File: config.mk
export PLATFORM = sky130hd
export DESIGN_NAME = game_tick_scheduler_flat
export DESIGN_NICKNAME = d
export VERILOG_FILES = /design/src/rtl/game_pkg.sv /design/src/rtl/game_tick_scheduler_if.sv /design/src/rtl/game_tick_scheduler_tick_channel.sv /design/src/rtl/game_tick_scheduler.sv /design/src/flat_wrapper.sv
export SDC_FILE = /design/constraint.sdc
export NUM_CORES = 1
export LEC_CHECK = 0
export BUFFER_PORTS_ARGS = -buffer_cell sky130_fd_sc_hd__buf_2
export CAP_MARGIN = 5
export CELL_PAD_IN_SITES_DETAIL_PLACEMENT = 1
export CELL_PAD_IN_SITES_GLOBAL_PLACEMENT = 2
export CORE_MARGIN = 4
export CORE_UTILIZATION = 44
export CTS_BUF_LIST = sky130_fd_sc_hd__clkbuf_2
export CTS_CLUSTER_SIZE = 20
export DETAILED_ROUTE_END_ITERATION = 8
export GPL_TIMING_DRIVEN = 0
export PLACE_DENSITY = 0.95
export SETUP_SLACK_MARGIN = 0.15
export SYNTH_ARGS = -nofsm -noshare
export SYNTH_HDL_FRONTEND = slang
export SYNTH_SLANG_ARGS = --single-unit
File: constraint.sdc
create_clock -name clk -period 5.15 [get_ports clk]
set_input_delay 0.515 -clock clk [delete_from_list [all_inputs] [get_ports clk]]
set_output_delay 0.515 -clock clk [all_outputs]
set_load 0.01 [all_outputs]
File: src/rtl/game_pkg.sv
// Shared definitions for the game tick scheduler: state encoding, board
// defaults and the run/pause/stop transition function.
package game_pkg;

    typedef enum logic [1:0] {
        ST_IDLE  = 2'b00,
        ST_RUN   = 2'b01,
        ST_PAUSE = 2'b10
    } state_e;

    // 50 MHz board clock divided down to a 100 Hz base tick
    localparam int PRESCALE_M_DEFAULT = 500000;
    localparam int PRESCALE_N_DEFAULT = 19;

    // stop wins over pause, pause over start; commands not legal in a state are dropped
    function automatic state_e next_state(state_e cur, logic start, logic pause, logic stop);
        state_e nxt;
        nxt = cur;
        if (stop) begin
            nxt = ST_IDLE;
        end else begin
            case (cur)
                ST_IDLE:  if (start) nxt = ST_RUN;
                ST_RUN:   if (pause) nxt = ST_PAUSE;
                ST_PAUSE: if (start) nxt = ST_RUN;
                default:  nxt = ST_IDLE;
            endcase
        end
        return nxt;
    endfunction

endpackage

File: src/rtl/game_tick_scheduler_if.sv
// Command, configuration and tick-output bundle of the game tick scheduler.
interface game_tick_scheduler_if #(
    parameter int CH = 4,
    parameter int PW = 8
);
    import game_pkg::*;

    localparam int CW = (CH > 1) ? $clog2(CH) : 1;

    logic          start;
    logic          pause;
    logic          stop;
    logic          step;
    logic          cfg_we;
    logic [CW-1:0] cfg_ch;
    logic [PW-1:0] cfg_period;
    state_e        state;
    logic          base_tick;
    logic [CH-1:0] tick;

    modport master (
        output start, pause, stop, step, cfg_we, cfg_ch, cfg_period,
        input  state, base_tick, tick
    );

    modport slave (
        input  start, pause, stop, step, cfg_we, cfg_ch, cfg_period,
        output state, base_tick, tick
    );

endinterface

File: src/rtl/game_tick_scheduler_tick_channel.sv
// One programmable tick channel: period register, base-event counter and
// registered expiry pulse.
module tick_channel #(
    parameter int PW = 8
) (
    input  logic          clk,
    input  logic          reset,
    input  logic          base_event,
    input  logic          clear,
    input  logic          wr,
    input  logic [PW-1:0] wdata,
    output logic          tick
);

    logic [PW-1:0] period_q;
    logic [PW-1:0] cnt_q;
    logic          tick_q;

    // a write restarts the channel and suppresses any expiry landing on the same edge
    always_ff @(posedge clk or posedge reset) begin
        if (reset) begin
            period_q <= '0;
            cnt_q    <= '0;
            tick_q   <= 1'b0;
        end else begin
            tick_q <= 1'b0;
            if (wr) begin
                period_q <= wdata;
                cnt_q    <= '0;
            end else if (clear) begin
                cnt_q <= '0;
            end else if (base_event) begin
                if (period_q == '0) begin
                    cnt_q <= '0;
                end else if (cnt_q == period_q - 1'b1) begin
                    cnt_q  <= '0;
                    tick_q <= 1'b1;
                end else begin
                    cnt_q <= cnt_q + 1'b1;
                end
            end
        end
    end

    assign tick = tick_q;

endmodule

File: src/rtl/game_tick_scheduler.sv
// Game timebase: prescaler to a base tick, run/pause/step/stop sequencing and
// fan-out to CH programmable tick channels.
module game_tick_scheduler
    import game_pkg::*;
#(
    parameter int PRESCALE_M = PRESCALE_M_DEFAULT,
    parameter int PRESCALE_N = PRESCALE_N_DEFAULT,
    parameter int CH         = 4,
    parameter int PW         = 8
) (
    input  logic                  clk,
    input  logic                  reset,
    game_tick_scheduler_if.slave  bus
);

    localparam int CW = (CH > 1) ? $clog2(CH) : 1;
    localparam logic [PRESCALE_N-1:0] PRESC_LAST = PRESCALE_N'(PRESCALE_M - 1);

    state_e                state_q, state_d;
    logic [PRESCALE_N-1:0] presc_q, presc_d;
    logic                  base_tick_q;
    logic                  base_event;
    logic                  clear;
    logic [CH-1:0]         tick_w;

    // base events look at the registered state, so a pause on the wrap cycle still fires
    always_comb begin
        state_d    = next_state(state_q, bus.start, bus.pause, bus.stop);
        base_event = ((state_q == ST_RUN) && (presc_q == PRESC_LAST)) ||
                     ((state_q == ST_PAUSE) && bus.step);
        clear      = (state_q == ST_IDLE);
        presc_d    = presc_q;
        case (state_q)
            ST_IDLE: presc_d = '0;
            ST_RUN:  presc_d = (presc_q == PRESC_LAST) ? '0 : presc_q + 1'b1;
            default: presc_d = presc_q;
        endcase
    end

    always_ff @(posedge clk or posedge reset) begin
        if (reset) begin
            state_q     <= ST_IDLE;
            presc_q     <= '0;
            base_tick_q <= 1'b0;
        end else begin
            state_q     <= state_d;
            presc_q     <= presc_d;
            base_tick_q <= base_event;
        end
    end

    // an out-of-range cfg_ch matches no channel and is dropped
    for (genvar i = 0; i < CH; i++) begin : g_ch
        tick_channel #(.PW(PW)) u_ch (
            .clk        (clk),
            .reset      (reset),
            .base_event (base_event),
            .clear      (clear),
            .wr         (bus.cfg_we && (bus.cfg_ch == CW'(i))),
            .wdata      (bus.cfg_period),
            .tick       (tick_w[i])
        );
    end

    assign bus.state     = state_q;
    assign bus.base_tick = base_tick_q;
    assign bus.tick      = tick_w;

endmodule

File: src/flat_wrapper.sv
// flat-port wrapper written by rule: the top's interface ports become plain ports
module game_tick_scheduler_flat import game_pkg::*;
#(
    parameter int PRESCALE_M = PRESCALE_M_DEFAULT,
    parameter int PRESCALE_N = PRESCALE_N_DEFAULT,
    parameter int CH         = 4,
    parameter int PW         = 8
)
  (clk, reset, bus_start, bus_pause, bus_stop, bus_step, bus_cfg_we, bus_cfg_ch, bus_cfg_period, bus_state, bus_base_tick, bus_tick);
  game_tick_scheduler_if #(.CH(CH), .PW(PW)) bus_i ();
  input  logic clk;
  input  logic reset;
  input wire logic [$bits(bus_i.start)-1:0] bus_start;
  input wire logic [$bits(bus_i.pause)-1:0] bus_pause;
  input wire logic [$bits(bus_i.stop)-1:0] bus_stop;
  input wire logic [$bits(bus_i.step)-1:0] bus_step;
  input wire logic [$bits(bus_i.cfg_we)-1:0] bus_cfg_we;
  input wire logic [$bits(bus_i.cfg_ch)-1:0] bus_cfg_ch;
  input wire logic [$bits(bus_i.cfg_period)-1:0] bus_cfg_period;
  output wire logic [$bits(bus_i.state)-1:0] bus_state;
  output wire logic [$bits(bus_i.base_tick)-1:0] bus_base_tick;
  output wire logic [$bits(bus_i.tick)-1:0] bus_tick;
  assign bus_i.start = bus_start;
  assign bus_i.pause = bus_pause;
  assign bus_i.stop = bus_stop;
  assign bus_i.step = bus_step;
  assign bus_i.cfg_we = bus_cfg_we;
  assign bus_i.cfg_ch = bus_cfg_ch;
  assign bus_i.cfg_period = bus_cfg_period;
  assign bus_state = bus_i.state;
  assign bus_base_tick = bus_i.base_tick;
  assign bus_tick = bus_i.tick;
  game_tick_scheduler #(.PRESCALE_M(PRESCALE_M), .PRESCALE_N(PRESCALE_N), .CH(CH), .PW(PW)) u_core (.clk(clk), .reset(reset), .bus(bus_i));
endmodule
==> impl_metrics.json, run 1 <==
{
  "status": "complete, no violations",
  "top_usage_layer": "met2",
  "layout_setup_ws_ns": 2.62,
  "min_period_ns": 2.53,
  "drtIter0Drc": 190,
  "htreeDepth": 3,
  "path_clk_slew_ns": 0.27,
  "rows": 40,
  "dp_hpwl_um": 9920,
  "core_um2": 12100,
  "globalRouteMet3Util": 0.0313,
  "antenna_found_initial": 0,
  "worst_pin_slew_ns": 1.09,
  "crit_type": "flop to flop",
  "period_share": 0.491,
  "maxSlewHeadroom": 0.266,
  "final_antenna_net_count": 0,
  "diodes": 0,
  "fmax_mhz": 396,
  "postCtsSetupBuffers": 0,
  "cts-resized-gates": 0,
  "grtUsageMet2": 0.335,
  "synth_top_area_cell": "dfrtp_1",
  "nets": 665,
  "drive_above_1_share": 0.131,
  "path_cells": "nor4b_1 > nand4_1 > o21ai_1 > buf_2 > nor2_1 > o21ai_0 > o31ai_1",
  "cp-start-kind": "flop",
  "area_delta_synth_final_pct": 9.07,
  "cp_slowest_stage_delay_ns": 0.56,
  "totalWireLength_um": 13300,
  "grt_max_degree": 53,
  "hold_viol_final": 0,
  "viasPerCell": 5.60,
  "place_ws_ns": 2.61,
  "slew_viol_final": 0,
  "pwr-share-comb": 0.235,
  "drt_first_pass_iters": 4,
  "worstPathRequired_ns": 5.63,
  "p_int_mw": 1.02,
  "synth.avg_cell_area_um2": 9.09,
  "hold_class": "input port to flop",
  "fin_hold_ws_ns": 0.127,
  "setup_tns_ns": 0,
  "synth_top_cell_area_share": 0.414,
  "grt_pass1_wl_um": 22900,
  "clock_latency_ns": 0.61,
  "leakage_nw": 2.55,
  "initial_core_util": 0.451,
  "power.net_switching_mw": 0.536,
  "dieArea_um2": 14200,
  "die-height_um": 119,
  "p_sw_frac": 0.345,
  "power_mw": 1.55,
  "slowest_stage": "o21ai_1",
  "ios": 24,
  "ys.flop_type": "dfrtp_1",
  "synth_edf_count": 0,
  "cts_buffers": 9,
  "cts_tree": "done",
  "grt.total_usage": 0.198,
  "power_frac_seq": 0.522,
  "seq_area_frac_synth": 0.414,
  "worstPathMaxFanout": 10,
  "die_w_um": 119,
  "cts_max_path_buffers": 2,
  "io_buffers": 23,
  "grt_pass1_vias": 4783,
  "gr-total-overflow": 0,
  "syn_area_um2": 5440,
  "ys_warn_count": 0,
  "yosys_register_bits": 90,
  "gp_congestion": 0.781,
  "syn_inst": 598,
  "wire_per_inst_um": 16.5,
  "synth_area_leaders": "dfrtp_1, nand2_1, xnor2_1",
  "irDropWorstVdd_uv": 139,
  "maxCapViolations": 0,
  "synth_cell_types": 71,
  "rsz0062_at_grt": "no",
  "setup_viol": 0,
  "clockRootBuffer": "clkbuf_2",
  "arrival_ns": 3.01,
  "fillers": 1449,
  "synthesis.nets": 628,
  "end_kind": "flop",
  "async_reset_ff_frac": 1.00,
  "use_met1": 0.254,
  "route.vias.total": 4527,
  "finClkSkew_ns": 0.0290,
  "drcViolationCount": 0,
  "power_density_nw_per_um2": 262,
  "clock_sinks": 90,
  "pwr-share-clk": 0.243
}
[layer usage]
layer  part of all wire  wire (um)  up-vias
met3              0.022        294       17
met5                  0          0        -
met4              0.017        226        0
li1                   -          -     2196
met2               0.48       6330       47
met1               0.48       6440     2267
[logic make-up (layout without fill, tap and decap cells)]
logic type | Yosys count | in the layout | synth area share
xor gates and xnor gates | 48 | 48 | 0.0773
and+or+nand+nor | 253 | 253 | 0.244
adders and majority gates | 13 | 13 | 0.0299
muxes | 9 | 9 | 0.0184
AOI/OAI and AO/OA | 140 | 140 | 0.180
buffers and inverters | 45 | 87 | 0.0368
DFF | 90 | 90 | 0.414
[synthesized netlist by cell type (5+ instances only)]
library cell / count
a31oi_1: 10
nand2_1: 106
a22o_1: 8
nor2_1: 35
a22oi_1: 5
xor2_1: 15
o21ai_0: 47
mux2_2: 8
nand3b_1: 6
o31ai_1: 17
nand2b_1: 7
xnor2_1: 33
ha_1: 13
nor3_1: 14
nand3_1: 18
and3_1: 14
nor2b_1: 6
clkbuf_1: 11
dfrtp_1: 90
or2_2: 10
inv_1: 24
o211ai_1: 5
nand4_1: 5
a21oi_1: 11
[flip-flops by register name, indices dropped and copies added (netlist names)]
register	cells
u_core.bus.base_tick	1
u_core.bus.state	2
u_core.g_ch.u_ch.cnt_q	32
u_core.g_ch.u_ch.period_q	32
u_core.g_ch.u_ch.tick	4
u_core.presc_q	19
[path summary, 6_finish.rpt]
| check | slack, ns | start | cells after the start | to |
|---|---|---|---|---|
| worst min-delay path | 0.13 | bus_cfg_period[5] | 3 | u_core.g_ch[3].u_ch.period_q[5] |
| worst max-delay path | 2.62 | u_core.presc_q[12] | 7 | u_core.presc_q[14] |
| worst max register to register | 2.62 | u_core.presc_q[12] | 7 | u_core.presc_q[14] |
| min in group asynchronous | 0.46 | reset | 3 | u_core.g_ch[1].u_ch.cnt_q[2] |
| max in group asynchronous | 4.04 | reset | 4 | u_core.g_ch[3].u_ch.cnt_q[0] |
| worst min register to register | 0.53 | u_core.presc_q[8] | 1 | u_core.presc_q[8] |
[final cells by class]
| type | instances | area, um2 | share of cell area |
|---|---|---|---|
| Multi-Input combinational cell | 463 | 2980 | 0.503 |
| Sequential cell | 90 | 2250 | 0.380 |
| Tap cell | 168 | 210 | 0.0355 |
| Timing Repair Buffer | 26 | 163 | 0.0274 |
| Buffer | 20 | 101 | 0.0171 |
| Inverter | 25 | 101 | 0.0171 |
| Clock inverter | 6 | 67.6 | 0.0114 |
| Clock buffer | 10 | 50.0 | 0.00844 |
[power groups by stage]
stage	clock network [mW]	logic [mW]	registers, mW
floorplan	0	0.282	0.809
CTS	0.393	0.369	0.811
global route	0.427	0.410	0.819
finish	0.378	0.365	0.810
detailed placement	0	0.365	0.824
global placement	0	0.345	0.819
[placed cells by master (no fill, tap or decap), drive strengths merged, types with 12 or more instances in the layout]
master  netlist  routed
clkbuf       11      21
and3         15      15
xnor2        33      33
nand2       106     106
nor3         18      18
ha           13      13
dfrtp        90      90
o31ai        17      17
a21oi        12      12
nand3        18      18
inv          25      25
buf           9      33
xor2         15      15
o21ai        51      51
nor2         35      35
[per-stage QoR]
step	instance area, um2	instances	util
detailed placement	5790	790	0.480
floorplan	5440	598	-
global route	5930	808	0.492
global placement	5760	789	0.478
CTS	5930	808	0.492
finish	5930	808	0.492
[critical path, delay by kind of cell (launching register included)]
kind                   cells  cell delay [ns]
AND/OR/NAND/NOR            3             0.70
AO/OA/AOI/OAI              3             0.88
buffers and inverters      1             0.34
flip-flops                 1             0.50
[timing repair]
item                       in CTS  in global routing
hold buffers                    2                  0
hold endpoints to repair       40                  0
setup endpoints to repair       0                  0
No activity file was read; power rests on OpenSTA's default activity.
==> inputs of run 2 (changes only) <==
- ABC_AREA: unset -> 1
- CORE_UTILIZATION: 44 -> 34
- PLACE_DENSITY: 0.95 -> 0.86
- clock period: 5.15 -> 2.29 ns (I/O delays scaled with it)
==> run 2 against run 1 <==
Net effect: first-iteration DRC count rose by 47%; area after synthesis grew 2.3%; worst setup slack worse by 2.4 ns; clock skew is 0.035 ns higher.
==> impl_metrics.json, run 2 <==
{
  "r2r_slack_ns": 0.27,
  "synth_area_leaders": "dfrtp_1, nand2_1, inv_1",
  "setup_viol": 0,
  "initial_core_util": 0.349,
  "cts_buffers": 9,
  "path_cells": "dlygate4sd3_1 > buf_2 > inv_1 > nor3_4 > buf_12 > nand2_1 > dlygate4sd3_1 > o21ai_0 > dlygate4sd3_1",
  "htreeDepth": 3,
  "die_w_um": 136,
  "reg2reg_to": "u_core.bus.state[1]",
  "syn_inst": 751,
  "grt_max_degree": 39,
  "antenna_found_initial": 0,
  "drtIter0Drc": 280,
  "totalWireLength_um": 15000,
  "ys.flop_type": "dfrtp_1",
  "rr_worst_depth": 6,
  "synth.avg_cell_area_um2": 7.41,
  "ys_warn_count": 0,
  "drt_first_pass_iters": 4,
  "hold_viol_final": 0,
  "worstPathRequired_ns": 2.88,
  "wire_per_inst_um": 14.5,
  "syn_area_um2": 5560,
  "synth_cell_types": 35,
  "io_buffers": 23,
  "timing.rr.start": "u_core.bus.state[0]",
  "worst_pin_slew_ns": 0.703,
  "clockRootBuffer": "clkbuf_2",
  "diodes": 0,
  "viasPerCell": 4.86,
  "synth_edf_count": 0,
  "die-height_um": 136,
  "power_mw": 3.75,
  "synth_top_cell_area_share": 0.405,
  "fmax_mhz": 493,
  "grt_pass1_vias": 5158,
  "slew_viol_final": 0,
  "gr-total-overflow": 0,
  "final_antenna_net_count": 0,
  "cp-start-kind": "input port",
  "grt_pass1_wl_um": 25400,
  "layout_common_cells": "nand2_1, inv_1, nor2_1",
  "cts_max_path_buffers": 2,
  "reg.largest.list": "u_core.g_ch.u_ch.cnt_q x32, u_core.g_ch.u_ch.period_q x32, u_core.presc_q x19",
  "yosys_register_bits": 90,
  "synthesis.nets": 781,
  "core_um2": 15900,
  "yosysMostFrequentCell": "nand2_1",
  "path_clk_slew_ns": 0.31,
  "grt.total_usage": 0.172,
  "clock_latency_ns": 0.64,
  "power_density_nw_per_um2": 585,
  "arrival_ns": 2.62,
  "dp_hpwl_um": 11200,
  "rows": 46,
  "seq_area_frac_synth": 0.405,
  "fillers": 2034,
  "maxSlewHeadroom": 0.528,
  "finClkSkew_ns": 0.0637,
  "slowest_stage": "dlygate4sd3_1",
  "hold_class": "input port to async pin",
  "ios": 24,
  "rsz0062_at_grt": "yes",
  "crit_top_cell": "dlygate4sd3_1",
  "status": "complete, no violations",
  "setup_tns_ns": 0,
  "worstPathMaxFanout": 10,
  "cts_tree": "done",
  "synth_top_area_cell": "dfrtp_1",
  "gp_congestion": 0.818,
  "irDropWorstVdd_uv": 272,
  "area_delta_synth_final_pct": 15.2,
  "layout.cells.most_common": "nand2_1",
  "drcViolationCount": 0,
  "clock_sinks": 90,
  "min_period_ns": 2.03,
  "critPathBufInv": 6,
  "end_kind": "flop",
  "maxCapViolations": 0,
  "drive_above_1_share": 0.112,
  "dieArea_um2": 18500,
  "cp_top_family": "buffers and inverters",
  "yosys-top-cells-count": "nand2_1, inv_1, nor2_1",
  "period_share": 0.885,
  "leakage_nw": 3.14,
  "crit_type": "input port to flop",
  "async_reset_ff_frac": 1.00,
  "route.vias.total": 5029,
  "cp_slowest_stage_delay_ns": 0.58,
  "nets": 843
}
## run 2: changes by cell type after synthesis, sizes merged, moves of 13 or more
cell,delta
and3,-13
inv,+81
nand2,+100
nand3,+38
nor2,+70
o31ai,-17
xnor2,-23
xor2,+24
## run 2: logic make-up after synthesis
logic type               after synthesis  share of synthesized area
flip-flops                            90                      0.405
AO/OA/AOI/OAI                         81                     0.0877
XOR/XNOR                              49                     0.0771
AND/OR/NAND/NOR                      399                      0.317
adder cells (fa/ha/maj)               13                     0.0292
buffers and inverters                119                     0.0843
## run 2: layout make-up
cell class	instances	area, um2	area share
Clock inverter	5	86.3	0.0135
Clock buffer	11	55.1	0.00859
Inverter	106	402	0.0627
Buffer	13	71.3	0.0111
Multi-Input combinational cell	542	2850	0.445
Sequential cell	90	2250	0.351
Tap cell	216	270	0.0422
Timing Repair Buffer	51	418	0.0652
## run 2: repair_timing
action / in CTS / in global routing
hold buffers: 22 / 0
setup endpoints to repair: 0 / 20
setup buffers: 0 / 4
endpoints found under the hold margin: 63 / 0
gates resized for setup: 0 / 4
## run 2: how the worst max path moves through the flow
stage,end,cells after the start,start
final,u_core.g_ch[1].u_ch.period_q[1],9,bus_cfg_we
after detailed placement,u_core.g_ch[0].u_ch.cnt_q[5],10,u_core.g_ch[0].u_ch.period_q[0]
after CTS,u_core.g_ch[1].u_ch.tick,5,u_core.bus.state[1]
after global placement,u_core.g_ch[3].u_ch.cnt_q[3],13,u_core.g_ch[3].u_ch.period_q[0]
after global routing,u_core.bus.state[1],6,u_core.bus.state[0]
after floorplan,u_core.g_ch[0].u_ch.cnt_q[5],10,u_core.g_ch[0].u_ch.period_q[0]
## run 2: worst register-to-register path: stages, from the launching register on
cell           delay, ns
dfrtp_1             0.50
inv_1               0.09
nor2_2              0.25
inv_1               0.13
or2_2               0.30
a21oi_1             0.13
dlygate4sd3_1       0.56
## run 2: routing by layer
metal,part of all wire,global-route usage,vias to the layer above
met1,0.48,0.229,2473
met2,0.49,0.288,40
met3,0.015,0.0222,19
li1,-,-,2497
met4,0.017,0.0588,0
met5,0,0,-
## run 2: power by group
part | internal (mW) | switching, mW
combinational | 0.346 | 0.596
clock | 0.378 | 0.617
sequential | 1.69 | 0.121
total | 2.42 | 1.33
## run 2: through the flow
| stage | instance area, um2 | utilization | hold WS, ns | setup WS, ns | std cells |
|---|---|---|---|---|---|
| 4_1_cts | 6350 | 0.399 | 0.107 | 0.243 | 1030 |
| 3_3_place_gp | 5950 | 0.373 | 0.439 | 0.290 | 990 |
| 2_1_floorplan | 5570 | - | 0.336 | 0.652 | 751 |
| 3_5_place_dp | 5990 | 0.376 | 0.326 | 0.271 | 992 |
| 6_report | 6410 | 0.402 | 0.135 | 0.262 | 1034 |
| 5_1_grt | 6410 | 0.402 | 0.146 | 0.136 | 1034 |
==> inputs of run 3 (changes only) <==
- CORE_UTILIZATION: 34 -> 33
- SYNTH_HIERARCHICAL: unset -> 1
==> run 3 against run 2 <==
Net effect: clock-buffer cell count decreased by 1; combinational power grew 15%; design area grew 12%; die area increased by 15%; worst setup slack got worse by 0.034 ns; clock power fell by 25%; core utilization is 1.7 points lower; highest routed layer unchanged.
==> impl_metrics.json, run 3 <==
{
  "synth_area_leaders": "dfrtp_1, nand2_1, inv_1",
  "power_density_nw_per_um2": 509,
  "synth_cell_types": 33,
  "synth_top_cell_area_share": 0.358,
  "end_kind": "flop",
  "clockRootBuffer": "clkbuf_2",
  "utilization": 0.385,
  "reg2reg_to": "u_core/g_ch[1].u_ch/cnt_q[7]",
  "finClkSkew_ns": 0.0538,
  "area_delta_synth_final_pct": 14.7,
  "rsz0062_at_grt": "yes",
  "rr_worst_depth": 10,
  "yosysMostFrequentCell": "nand2_1",
  "gr-total-overflow": 0,
  "fin_area_um2": 7200,
  "leakage_nw": 3.61,
  "syn_area_um2": 6280,
  "worst_pin_slew_ns": 0.916,
  "reg.largest.list": "u_core/g_ch.u_ch/cnt_q x32, u_core/g_ch.u_ch/period_q x32, u_core/presc_q x19",
  "cts_max_path_buffers": 2,
  "arrival_ns": 2.68,
  "drcViolationCount": 0,
  "ios": 24,
  "seq_area_frac_synth": 0.358,
  "dp_hpwl_um": 12700,
  "path_clk_slew_ns": 0.30,
  "syn_inst": 914,
  "fmax_mhz": 485,
  "synth_top_area_cell": "dfrtp_1",
  "async_reset_ff_frac": 1.00,
  "io_buffers": 23,
  "grt_pass1_wl_um": 30000,
  "ys_warn_count": 6,
  "grt.total_usage": 0.169,
  "drtIter0Drc": 191,
  "power_mw": 3.67,
  "worstPathRequired_ns": 2.91,
  "drive_above_1_share": 0.191,
  "maxSlewHeadroom": 0.389,
  "worst_hold_path.num_cells": 4,
  "yosys-top-cells-count": "nand2_1, inv_1, dfrtp_1",
  "place_ws_ns": -0.448,
  "irDropWorstVdd_uv": 215,
  "route.vias.total": 5924,
  "cp-start-kind": "flop",
  "dieArea_um2": 21300,
  "worstHoldStart": "bus_cfg_ch[0]",
  "gp_congestion": 0.789,
  "wire_per_inst_um": 14.3,
  "clock_sinks": 90,
  "final_antenna_net_count": 0,
  "timing.rr.start": "u_core/presc_q[12]",
  "htreeDepth": 3,
  "period_share": 0.900,
  "cts_tree": "done",
  "hold_class": "input port to flop",
  "setup_viol": 0,
  "layout.cells.most_common": "nand2_1",
  "ys.flop_type": "dfrtp_1",
  "cts_buffers": 9,
  "layout_common_cells": "nand2_1, inv_1, dfrtp_1",
  "initial_core_util": 0.336,
  "worstPathMaxFanout": 8,
  "grt_pass1_vias": 6109,
  "totalWireLength_um": 17500,
  "crit_type": "flop to flop",
  "grt_max_degree": 23,
  "die_w_um": 146,
  "hold-path-endpoint": "u_core/g_ch[2].u_ch/period_q[6]",
  "core_um2": 18700,
  "status": "complete, no violations",
  "layout_setup_ws_ns": 0.228,
  "postPlaceCellArea_um2": 6690,
  "synth.avg_cell_area_um2": 6.87,
  "rows": 50,
  "yosys_register_bits": 90,
  "fin_hold_ws_ns": 0.0827,
  "maxCapViolations": 0,
  "r2r_slack_ns": 0.23,
  "slew_viol_final": 0,
  "min_period_ns": 2.06,
  "die-height_um": 146,
  "nets": 1017,
  "viasPerCell": 4.83,
  "synth_edf_count": 0,
  "synthesis.nets": 944,
  "clock_latency_ns": 0.64,
  "antenna_found_initial": 1,
  "drt_first_pass_iters": 4,
  "hold_viol_final": 0
}
[run 3: cell types whose count changed after synthesis, moves of 22 or more]
cell | previous run | this run
nor2_2 | 7 | 29
nand3_1 | 48 | 71
nand2_1 | 204 | 328
nor2_1 | 95 | 68
o21bai_1 | 0 | 33
xor2_1 | 39 | 11
[run 3: worst max-delay path, cell delays in order, from the launching register on]
cell and delay (ns):
dfrtp_2 0.49, nor2_1 0.11, nand2_1 0.08, nor2_2 0.13, nand3_2 0.12, o21ai_4 0.42
nand2_2 0.19, nor2_4 0.19, nand3_1 0.09, o21bai_1 0.16, nand2_1 0.06
[run 3: worst max-delay path by stage]
stage                             from                           end  cells past startpoint
floorplan            u_core/presc_q[0]  u_core/g_ch[0].u_ch/cnt_q[6]                     10
global placement     u_core/presc_q[0]  u_core/g_ch[0].u_ch/cnt_q[5]                     10
detailed placement   u_core/presc_q[0]  u_core/g_ch[0].u_ch/cnt_q[4]                     10
CTS                 u_core/presc_q[10]  u_core/g_ch[3].u_ch/cnt_q[6]                     10
global route         u_core/presc_q[8]  u_core/g_ch[0].u_ch/cnt_q[5]                     11
finish              u_core/presc_q[12]  u_core/g_ch[1].u_ch/cnt_q[7]                     10
[run 3: metal layers]
layer,vias up,wire [um],share of wire,track usage
li1,3008,-,-,-
met2,43,8440,0.48,0.289
met5,-,0,0,0
met1,2860,8560,0.49,0.227
met4,0,198,0.011,0.0456
met3,13,339,0.019,0.0193
[run 3: cell type report]
| cell class | count | area [um2] |
|---|---|---|
| inverters | 127 | 477 |
| clock inverters | 6 | 33.8 |
| plain buffers | 14 | 77.6 |
| multi-input cells | 687 | 3600 |
| flip-flops and latches | 90 | 2260 |
| fillers | 2400 | 11500 |
| diodes | 1 | 2.50 |
| clock buffers | 10 | 50.0 |
| well taps | 234 | 293 |
| repair buffers | 58 | 410 |
[run 3: cell families after synthesis]
kind of cell,share of synthesized area
AO/OA/AOI/OAI,0.0912
XOR/XNOR,0.0265
adder cells (fa/ha/maj),0.0259
buffers and inverters,0.0882
flip-flops,0.358
multiplexers,0.00717
AND/OR/NAND/NOR,0.403
[run 3: per-stage QoR]
| step | std cells | TNS, ns |
|---|---|---|
| floorplan | 914 | 0 |
| global placement | 1171 | -14.39 |
| CTS | 1211 | 0 |
| global route | 1227 | 0 |
| detailed placement | 1171 | -13.98 |
| finish | 1227 | 0 |
[run 3: timing repair]
action | 4_1_cts | 5_1_grt
hold endpoints to repair | 124 | 0
setup buffers | 7 | 15
cloned | 4 | 0
gates resized for setup | 16 | 14
hold buffers | 13 | 0
setup endpoints to repair | 36 | 36
pin swaps | 7 | 11
[run 3: report_power, final]
group | internal (mW) | switching, mW
logic | 0.363 | 0.719
clock network | 0.138 | 0.609
registers | 1.70 | 0.139
total | 2.20 | 1.47
